## src/rtl/input_controller_xy_pkg.sv

```systemverilog
`default_nettype none
// ============================================================================
// Module  : input_controller_xy_pkg
// Brief   : Flit field positions and direction encodings for the XY input stage.
// Revision: 1.0
// ============================================================================
package input_controller_xy_pkg;

    localparam int FLIT_W = 64;

    localparam int VC_BIT = 63;
    localparam int DX_BIT = 62;
    localparam int DY_BIT = 61;
    localparam int HX_HI  = 55;
    localparam int HX_LO  = 52;
    localparam int HY_HI  = 51;
    localparam int HY_LO  = 48;

    typedef logic [2:0] dir_t;

    localparam dir_t DIR_N = 3'd0;
    localparam dir_t DIR_E = 3'd1;
    localparam dir_t DIR_S = 3'd2;
    localparam dir_t DIR_W = 3'd3;
    localparam dir_t DIR_L = 3'd4;

endpackage
`default_nettype wire

```

## src/rtl/input_controller_xy_if.sv

```systemverilog
`default_nettype none
// ============================================================================
// Module  : input_controller_xy_if
// Brief   : Link-side and output-controller-side handshake bundle.
// Revision: 1.0
// ============================================================================
interface input_controller_xy_if;
    import input_controller_xy_pkg::*;

    logic              in_si;
    logic [FLIT_W-1:0] in_di;
    logic              in_ri;

    logic              n_so, e_so, s_so, w_so, l_so;
    logic [FLIT_W-1:0] n_do, e_do, s_do, w_do, l_do;
    logic              n_ro, e_ro, s_ro, w_ro, l_ro;

    // Environment view: upstream link plus the five downstream arbiters.
    modport master (
        output in_si, in_di,
        input  in_ri,
        input  n_so, e_so, s_so, w_so, l_so,
        input  n_do, e_do, s_do, w_do, l_do,
        output n_ro, e_ro, s_ro, w_ro, l_ro
    );

    modport slave (
        input  in_si, in_di,
        output in_ri,
        output n_so, e_so, s_so, w_so, l_so,
        output n_do, e_do, s_do, w_do, l_do,
        input  n_ro, e_ro, s_ro, w_ro, l_ro
    );

endinterface
`default_nettype wire

```

## src/rtl/input_controller_xy_vc_slot.sv

```systemverilog
`default_nettype none
// ============================================================================
// Module  : input_controller_xy_vc_slot
// Brief   : One-flit virtual-channel buffer: full flag, flit and route.
// Revision: 1.0
// ============================================================================
module input_controller_xy_vc_slot
    import input_controller_xy_pkg::*;
(
    input  wire logic              clk,
    input  wire logic              reset,
    input  wire logic              i_wr,
    input  wire logic [FLIT_W-1:0] i_flit,
    input  wire dir_t              i_route,
    input  wire logic              i_pop,
    output logic                   o_full,
    output logic [FLIT_W-1:0]      o_flit,
    output dir_t                   o_route
);

    logic              r_full;
    logic [FLIT_W-1:0] r_flit;
    dir_t              r_route;

    // Writes only land on an empty slot and pops only on a full one, so the
    // two strobes are never active together.
    always_ff @(posedge clk or negedge reset) begin
        if (!reset) begin
            r_full  <= 1'b0;
            r_flit  <= '0;
            r_route <= '0;
        end else if (i_wr) begin
            r_full  <= 1'b1;
            r_flit  <= i_flit;
            r_route <= i_route;
        end else if (i_pop) begin
            r_full  <= 1'b0;
        end
    end

    assign o_full  = r_full;
    assign o_flit  = r_flit;
    assign o_route = r_route;

endmodule
`default_nettype wire

```

## src/rtl/input_controller_xy.sv

```systemverilog
`default_nettype none
// ============================================================================
// Module  : input_controller_xy
// Brief   : Router input port: two polarity-timesliced VC slots, XY route
//           computation and a five-way demux toward the output arbiters.
// Revision: 1.0
// ============================================================================
module input_controller_xy
    import input_controller_xy_pkg::*;
#(
    parameter dir_t IN_DIR = DIR_N,
    parameter int   HOP_W  = 4
) (
    input  wire logic            clk,
    input  wire logic            reset,
    input  wire logic            polarity,
    input_controller_xy_if.slave io,
    output logic                 route_err
);

    localparam logic [HOP_W-1:0] c_HOP_ONE = {{(HOP_W-1){1'b0}}, 1'b1};

    logic [HOP_W-1:0]  w_hx;
    logic [HOP_W-1:0]  w_hy;
    logic [FLIT_W-1:0] w_wr_flit;
    dir_t              w_calc_route;
    dir_t              w_wr_route;
    logic              w_uturn;
    logic              w_wr_en;
    logic              w_pop_en;
    logic [1:0]        w_wr;
    logic [1:0]        w_pop;
    logic [1:0]        w_full;
    logic [FLIT_W-1:0] w_slot_flit [2];
    dir_t              w_slot_route [2];
    logic              w_act_full;
    logic [FLIT_W-1:0] w_act_flit;
    dir_t              w_act_route;
    logic              w_act_ro;
    logic              r_route_err;

    assign w_hx = io.in_di[HX_HI:HX_LO];
    assign w_hy = io.in_di[HY_HI:HY_LO];

    // X is exhausted before Y; a hop count is decremented only when nonzero.
    always_comb begin
        w_wr_flit    = io.in_di;
        w_calc_route = DIR_L;
        if (w_hx != '0) begin
            w_calc_route             = io.in_di[DX_BIT] ? DIR_W : DIR_E;
            w_wr_flit[HX_HI:HX_LO]   = w_hx - c_HOP_ONE;
        end else if (w_hy != '0) begin
            w_calc_route             = io.in_di[DY_BIT] ? DIR_S : DIR_N;
            w_wr_flit[HY_HI:HY_LO]   = w_hy - c_HOP_ONE;
        end
    end

    assign w_uturn    = (IN_DIR != DIR_L) && (w_calc_route == IN_DIR);
    assign w_wr_route = w_uturn ? DIR_L : w_calc_route;

    // The link fills the VC that is not being forwarded this cycle.
    assign io.in_ri = reset & ~w_full[~polarity];
    assign w_wr_en  = io.in_si & io.in_ri & (io.in_di[VC_BIT] != polarity);

    for (genvar v = 0; v < 2; v++) begin : g_vc
        assign w_wr[v]  = w_wr_en  & (io.in_di[VC_BIT] == 1'(v));
        assign w_pop[v] = w_pop_en & (polarity == 1'(v));

        input_controller_xy_vc_slot u_slot (
            .clk     (clk),
            .reset   (reset),
            .i_wr    (w_wr[v]),
            .i_flit  (w_wr_flit),
            .i_route (w_wr_route),
            .i_pop   (w_pop[v]),
            .o_full  (w_full[v]),
            .o_flit  (w_slot_flit[v]),
            .o_route (w_slot_route[v])
        );
    end

    assign w_act_full  = w_full[polarity];
    assign w_act_flit  = w_slot_flit[polarity];
    assign w_act_route = w_slot_route[polarity];

    always_comb begin
        io.n_so  = 1'b0;
        io.e_so  = 1'b0;
        io.s_so  = 1'b0;
        io.w_so  = 1'b0;
        io.l_so  = 1'b0;
        io.n_do  = '0;
        io.e_do  = '0;
        io.s_do  = '0;
        io.w_do  = '0;
        io.l_do  = '0;
        w_act_ro = 1'b0;
        if (w_act_full) begin
            case (w_act_route)
                DIR_N: begin
                    io.n_so  = 1'b1;
                    io.n_do  = w_act_flit;
                    w_act_ro = io.n_ro;
                end
                DIR_E: begin
                    io.e_so  = 1'b1;
                    io.e_do  = w_act_flit;
                    w_act_ro = io.e_ro;
                end
                DIR_S: begin
                    io.s_so  = 1'b1;
                    io.s_do  = w_act_flit;
                    w_act_ro = io.s_ro;
                end
                DIR_W: begin
                    io.w_so  = 1'b1;
                    io.w_do  = w_act_flit;
                    w_act_ro = io.w_ro;
                end
                DIR_L: begin
                    io.l_so  = 1'b1;
                    io.l_do  = w_act_flit;
                    w_act_ro = io.l_ro;
                end
                default: begin
                    w_act_ro = 1'b0;
                end
            endcase
        end
    end

    assign w_pop_en = w_act_full & w_act_ro;

    always_ff @(posedge clk or negedge reset) begin
        if (!reset) begin
            r_route_err <= 1'b0;
        end else begin
            r_route_err <= w_wr_en & w_uturn;
        end
    end

    assign route_err = r_route_err;

endmodule
`default_nettype wire

```

## src/flat_wrapper.sv

```systemverilog
// flat-port wrapper written by rule: the top's interface ports become plain ports
module input_controller_xy_flat import input_controller_xy_pkg::*;
#(
    parameter dir_t IN_DIR = DIR_N,
    parameter int   HOP_W  = 4
)
  (clk, reset, polarity, route_err, io_in_si, io_in_di, io_in_ri, io_n_so, io_e_so, io_s_so, io_w_so, io_l_so, io_n_do, io_e_do, io_s_do, io_w_do, io_l_do, io_n_ro, io_e_ro, io_s_ro, io_w_ro, io_l_ro);
  input_controller_xy_if io_i ();
  input  wire logic clk;
  input  wire logic reset;
  input  wire logic polarity;
  output logic route_err;
  input wire logic [$bits(io_i.in_si)-1:0] io_in_si;
  input wire logic [$bits(io_i.in_di)-1:0] io_in_di;
  output wire logic [$bits(io_i.in_ri)-1:0] io_in_ri;
  output wire logic [$bits(io_i.n_so)-1:0] io_n_so;
  output wire logic [$bits(io_i.e_so)-1:0] io_e_so;
  output wire logic [$bits(io_i.s_so)-1:0] io_s_so;
  output wire logic [$bits(io_i.w_so)-1:0] io_w_so;
  output wire logic [$bits(io_i.l_so)-1:0] io_l_so;
  output wire logic [$bits(io_i.n_do)-1:0] io_n_do;
  output wire logic [$bits(io_i.e_do)-1:0] io_e_do;
  output wire logic [$bits(io_i.s_do)-1:0] io_s_do;
  output wire logic [$bits(io_i.w_do)-1:0] io_w_do;
  output wire logic [$bits(io_i.l_do)-1:0] io_l_do;
  input wire logic [$bits(io_i.n_ro)-1:0] io_n_ro;
  input wire logic [$bits(io_i.e_ro)-1:0] io_e_ro;
  input wire logic [$bits(io_i.s_ro)-1:0] io_s_ro;
  input wire logic [$bits(io_i.w_ro)-1:0] io_w_ro;
  input wire logic [$bits(io_i.l_ro)-1:0] io_l_ro;
  assign io_i.in_si = io_in_si;
  assign io_i.in_di = io_in_di;
  assign io_in_ri = io_i.in_ri;
  assign io_n_so = io_i.n_so;
  assign io_e_so = io_i.e_so;
  assign io_s_so = io_i.s_so;
  assign io_w_so = io_i.w_so;
  assign io_l_so = io_i.l_so;
  assign io_n_do = io_i.n_do;
  assign io_e_do = io_i.e_do;
  assign io_s_do = io_i.s_do;
  assign io_w_do = io_i.w_do;
  assign io_l_do = io_i.l_do;
  assign io_i.n_ro = io_n_ro;
  assign io_i.e_ro = io_e_ro;
  assign io_i.s_ro = io_s_ro;
  assign io_i.w_ro = io_w_ro;
  assign io_i.l_ro = io_l_ro;
  input_controller_xy #(.IN_DIR(IN_DIR), .HOP_W(HOP_W)) u_core (.clk(clk), .reset(reset), .polarity(polarity), .io(io_i), .route_err(route_err));
endmodule
```

## config.mk

```make
export PLATFORM = sky130hd
export DESIGN_NAME = input_controller_xy_flat
export DESIGN_NICKNAME = d
export VERILOG_FILES = /design/src/rtl/input_controller_xy_pkg.sv /design/src/rtl/input_controller_xy_if.sv /design/src/rtl/input_controller_xy_vc_slot.sv /design/src/rtl/input_controller_xy.sv /design/src/flat_wrapper.sv
export SDC_FILE = /design/constraint.sdc
export NUM_CORES = 1
export LEC_CHECK = 0
export CAP_MARGIN = 20
export CELL_PAD_IN_SITES_DETAIL_PLACEMENT = 1
export CELL_PAD_IN_SITES_GLOBAL_PLACEMENT = 1
export CORE_ASPECT_RATIO = 0.8
export CORE_MARGIN = 2
export CORE_UTILIZATION = 29
export DETAILED_ROUTE_END_ITERATION = 10
export PLACE_DENSITY = 0.85
export SLEW_MARGIN = 20
export SYNTH_ARGS = -nofsm -noshare
export SYNTH_HDL_FRONTEND = slang
export SYNTH_SLANG_ARGS = --single-unit
```

## constraint.sdc

```tcl
create_clock -name clk -period 2.73 [get_ports clk]
set_clock_uncertainty 0.1 [all_clocks]
set_input_delay 0.4095 -clock clk [delete_from_list [all_inputs] [get_ports clk]]
set_output_delay 0.4095 -clock clk [all_outputs]
set_load 0.02 [all_outputs]
```

==> run summary <==
Post-synth top area cell - dfrtp_1
Die height - 149.6 um
CORE AREA - 26130 um2
Final-stage net count - 1294
Startpoint types - flip-flop
WP buf/inv - 3
Setup repair after global routing missed its margin - yes
Syn nets - 891
Largest net degree at the start of global routing - 136
Drt wl/cell - 19.14 um
First-pass GRT wire length - 45.03 mm
Number of flops mapped to enable cells by yosys - 0
Mapped Area - 7682 um2
Top FF cell, synth - dfrtp_1
Clk_lat worst skew - 410 ps
Status - complete, no violations
Crit Path Max Fanout - 12
FF+latch count, synth - 137
Slew Limit Headroom - 0.4948
Final wirelength - 30.38 mm
Max stage delay on crit path - 460 ps
Seq/Total Area, Yosys - 0.4463
Max-slew violation count - 0
Synthesized instance count - 815
Die width - 186.0 um
Area Overhead vs Synth - 59.61%
Clock power frac - 0.213
Yosys synthesis warning count - 0
Main area contributors after synthesis - dfrtp_1, nor2_1, mux2_2
Router iterations before antenna repair - 4
Synth cell types - 41
Flop pwr share - 0.321
DRT iter0 DRCs - 266
Overall routing resource usage - 0.2121
Pwr/cell area - 908.3 nW/um2
Logic pwr share - 0.466
Leakage power - 6.575 nW
DR vias/cell - 4.675
Top delay family on crit path - buffers and inverters
P_sw - 4.482 mW
Initial antenna violation count - 0
Crit path arrival time - 2130 ps
CTS tree - done
Synth top area share - 0.4463
Port Buf Inserts - 399
Setup slack at placement - -80.36 ps
Crit. End Element - output pin
Ports - 400
Internal power - 6.655 mW
Clock Tree Buf Depth - 2
Mean Syn Cell Area - 9.426 um2
Diode count - 0
Maximum Capacitance Violations - 0
Inst Count DP - 1545
Worst EP required - 2220 ps
Rows - 53
Worst hold path type - input pin to async pin
Post-route cell area - 12260 um2
Initial Utilization - 0.2940
Commonest non-fill, non-tap cell in the layout - nor2_1
Via count - 7420
CTS buffer count - 17
Placed Area - 12250 um2
Critical setup path kind - flip-flop to output pin
Tightest Pin Transition - 736.7 ps
Die area - 27820 um2
DRC viols - 0
H-Tree Depth - 4
Congestion Overflow GR - 0
Peak VDD IR - 0.4255 mV
Minimum clock period - 2644 ps
Root Driver - clkbuf_16
Share of cells above drive strength 1 - 0.2772
Final Hold Vio Count - 0
Hold WS - 271.0 ps
RD Place Congestion - 0.7855
CTS clk-pin slew, worst paths - 60 ps
Worst setup margin - 85.93 ps
Non-filler cells, final - 1587
Critical path cell sequence - a32oi_2 -> o21bai_4 -> buf_4 -> buf_12 -> nor2_1 -> dlygate4sd2_1
Post-route setup TNS - 0 ps
Asr flop ratio synth - 1.000
Clock sinks - 137
Final HPWL DP - 21.30 mm
Vias in the first global route - 7894
Tot Pwr - 11.14 mW
Most frequent cells in the layout - nor2_1, dlygate4sd2_1, dfrtp_1
Final core occ - 0.4693
Sw Ratio - 0.4025
DRT antenna net count - 0
Worst path slowest cell - dfrtp_2
Part of the cycle the worst path needs - 0.9685
Achievable Freq - 0.3782 GHz
Final setup violation count - 0
[path summary, 6_finish.rpt]
check                      slack [ps]                                    startpoint                                      endpoint  depth (start not counted)
setup / recovery                   90      u_core.g_vc[1].u_slot.o_full$_DFFE_PN0P_                                   io_e_do[43]                          6
hold / removal                    270                                         reset      u_core.g_vc[0].u_slot.o_full$_DFFE_PN0P_                          2
setup reg to reg                  680      u_core.g_vc[0].u_slot.o_full$_DFFE_PN0P_  u_core.g_vc[0].u_slot.o_flit[26]$_DFFE_PN0P_                          4
hold reg to reg                   380  u_core.g_vc[1].u_slot.o_flit[55]$_DFFE_PN0P_  u_core.g_vc[1].u_slot.o_flit[55]$_DFFE_PN0P_                          2
max in group asynchronous        1320                                         reset  u_core.g_vc[1].u_slot.o_flit[19]$_DFFE_PN0P_                          3
min in group clk                  380  u_core.g_vc[1].u_slot.o_flit[55]$_DFFE_PN0P_  u_core.g_vc[1].u_slot.o_flit[55]$_DFFE_PN0P_                          2
[worst register-to-register path, cell delays in order, from the launching register on]
cell and delay (ps):
dfrtp_1 460, nand2b_1 230, nor3_2 340, buf_4 410, mux2_2 410
[cells in the mapped netlist (all sizes together), types with 2 or more instances]
cell / n
or3: 2
nor2: 336
xnor2: 3
or2: 3
nor3: 3
nand3: 2
ha: 3
a32oi: 2
o221ai: 2
dfrtp: 137
mux2i: 70
nor3b: 3
clkbuf: 9
nand2: 12
inv: 15
mux2: 115
o21ai: 12
nand2b: 5
buf: 53
a21oi: 14
[cell families (layout without fill, tap and decap cells)]
family          count (synthesis)  after routing  share of synthesized area
xor+xnor                        3              3                   0.003421
buf+inv                        77            492                    0.05065
compound gates                 37             37                    0.02850
simple gates                  373            373                     0.1919
fa+ha+maj                       3              3                   0.004887
mux                           185            185                     0.2744
flops                         137            137                     0.4463
[repair_timing]
item	4_1_cts	5_1_grt
cloned	3	1
buffers inserted	2	4
hold endpoints to repair	2	0
gates resized for setup	415	236
setup endpoints to repair	325	182
hold buffers	1	0
[state kept, by name, summed over array words and instances, names as in the netlist]
name / count
u_core.g_vc.u_slot.o_full: 2
u_core.g_vc.u_slot.o_route: 6
u_core.route_err: 1
u_core.g_vc.u_slot.o_flit: 128
[power groups by stage]
stage / combinational [mW] / sequential, mW / clock, mW
2_1_floorplan: 3.11 / 3.39 / 0
3_3_place_gp: 5.23 / 3.49 / 0
3_5_place_dp: 5.38 / 3.59 / 0
4_1_cts: 5.22 / 3.57 / 2.45
5_1_grt: 5.59 / 3.69 / 2.52
6_report: 5.19 / 3.57 / 2.38
[cell type report]
cell class / instances / area [um2]
Clock buffer: 18 / 429.2
Sequential cell: 137 / 3431
Inverter: 15 / 56.30
Multi-Input combinational cell: 601 / 3910
Clock inverter: 13 / 170.2
Fill cell: 3111 / 13870
Tap cell: 357 / 446.7
Timing Repair Buffer: 446 / 3819
[metal layers]
metal | global-route usage | up-vias | wire length (um)
met5 | 0 | - | 0
met4 | 0.04252 | 0 | 246
met3 | 0.05330 | 18 | 2146
met2 | 0.3786 | 248 | 15040
met1 | 0.2587 | 3689 | 12950
li1 | - | 3465 | -
Note: power is estimated with default switching activity, not from simulation.
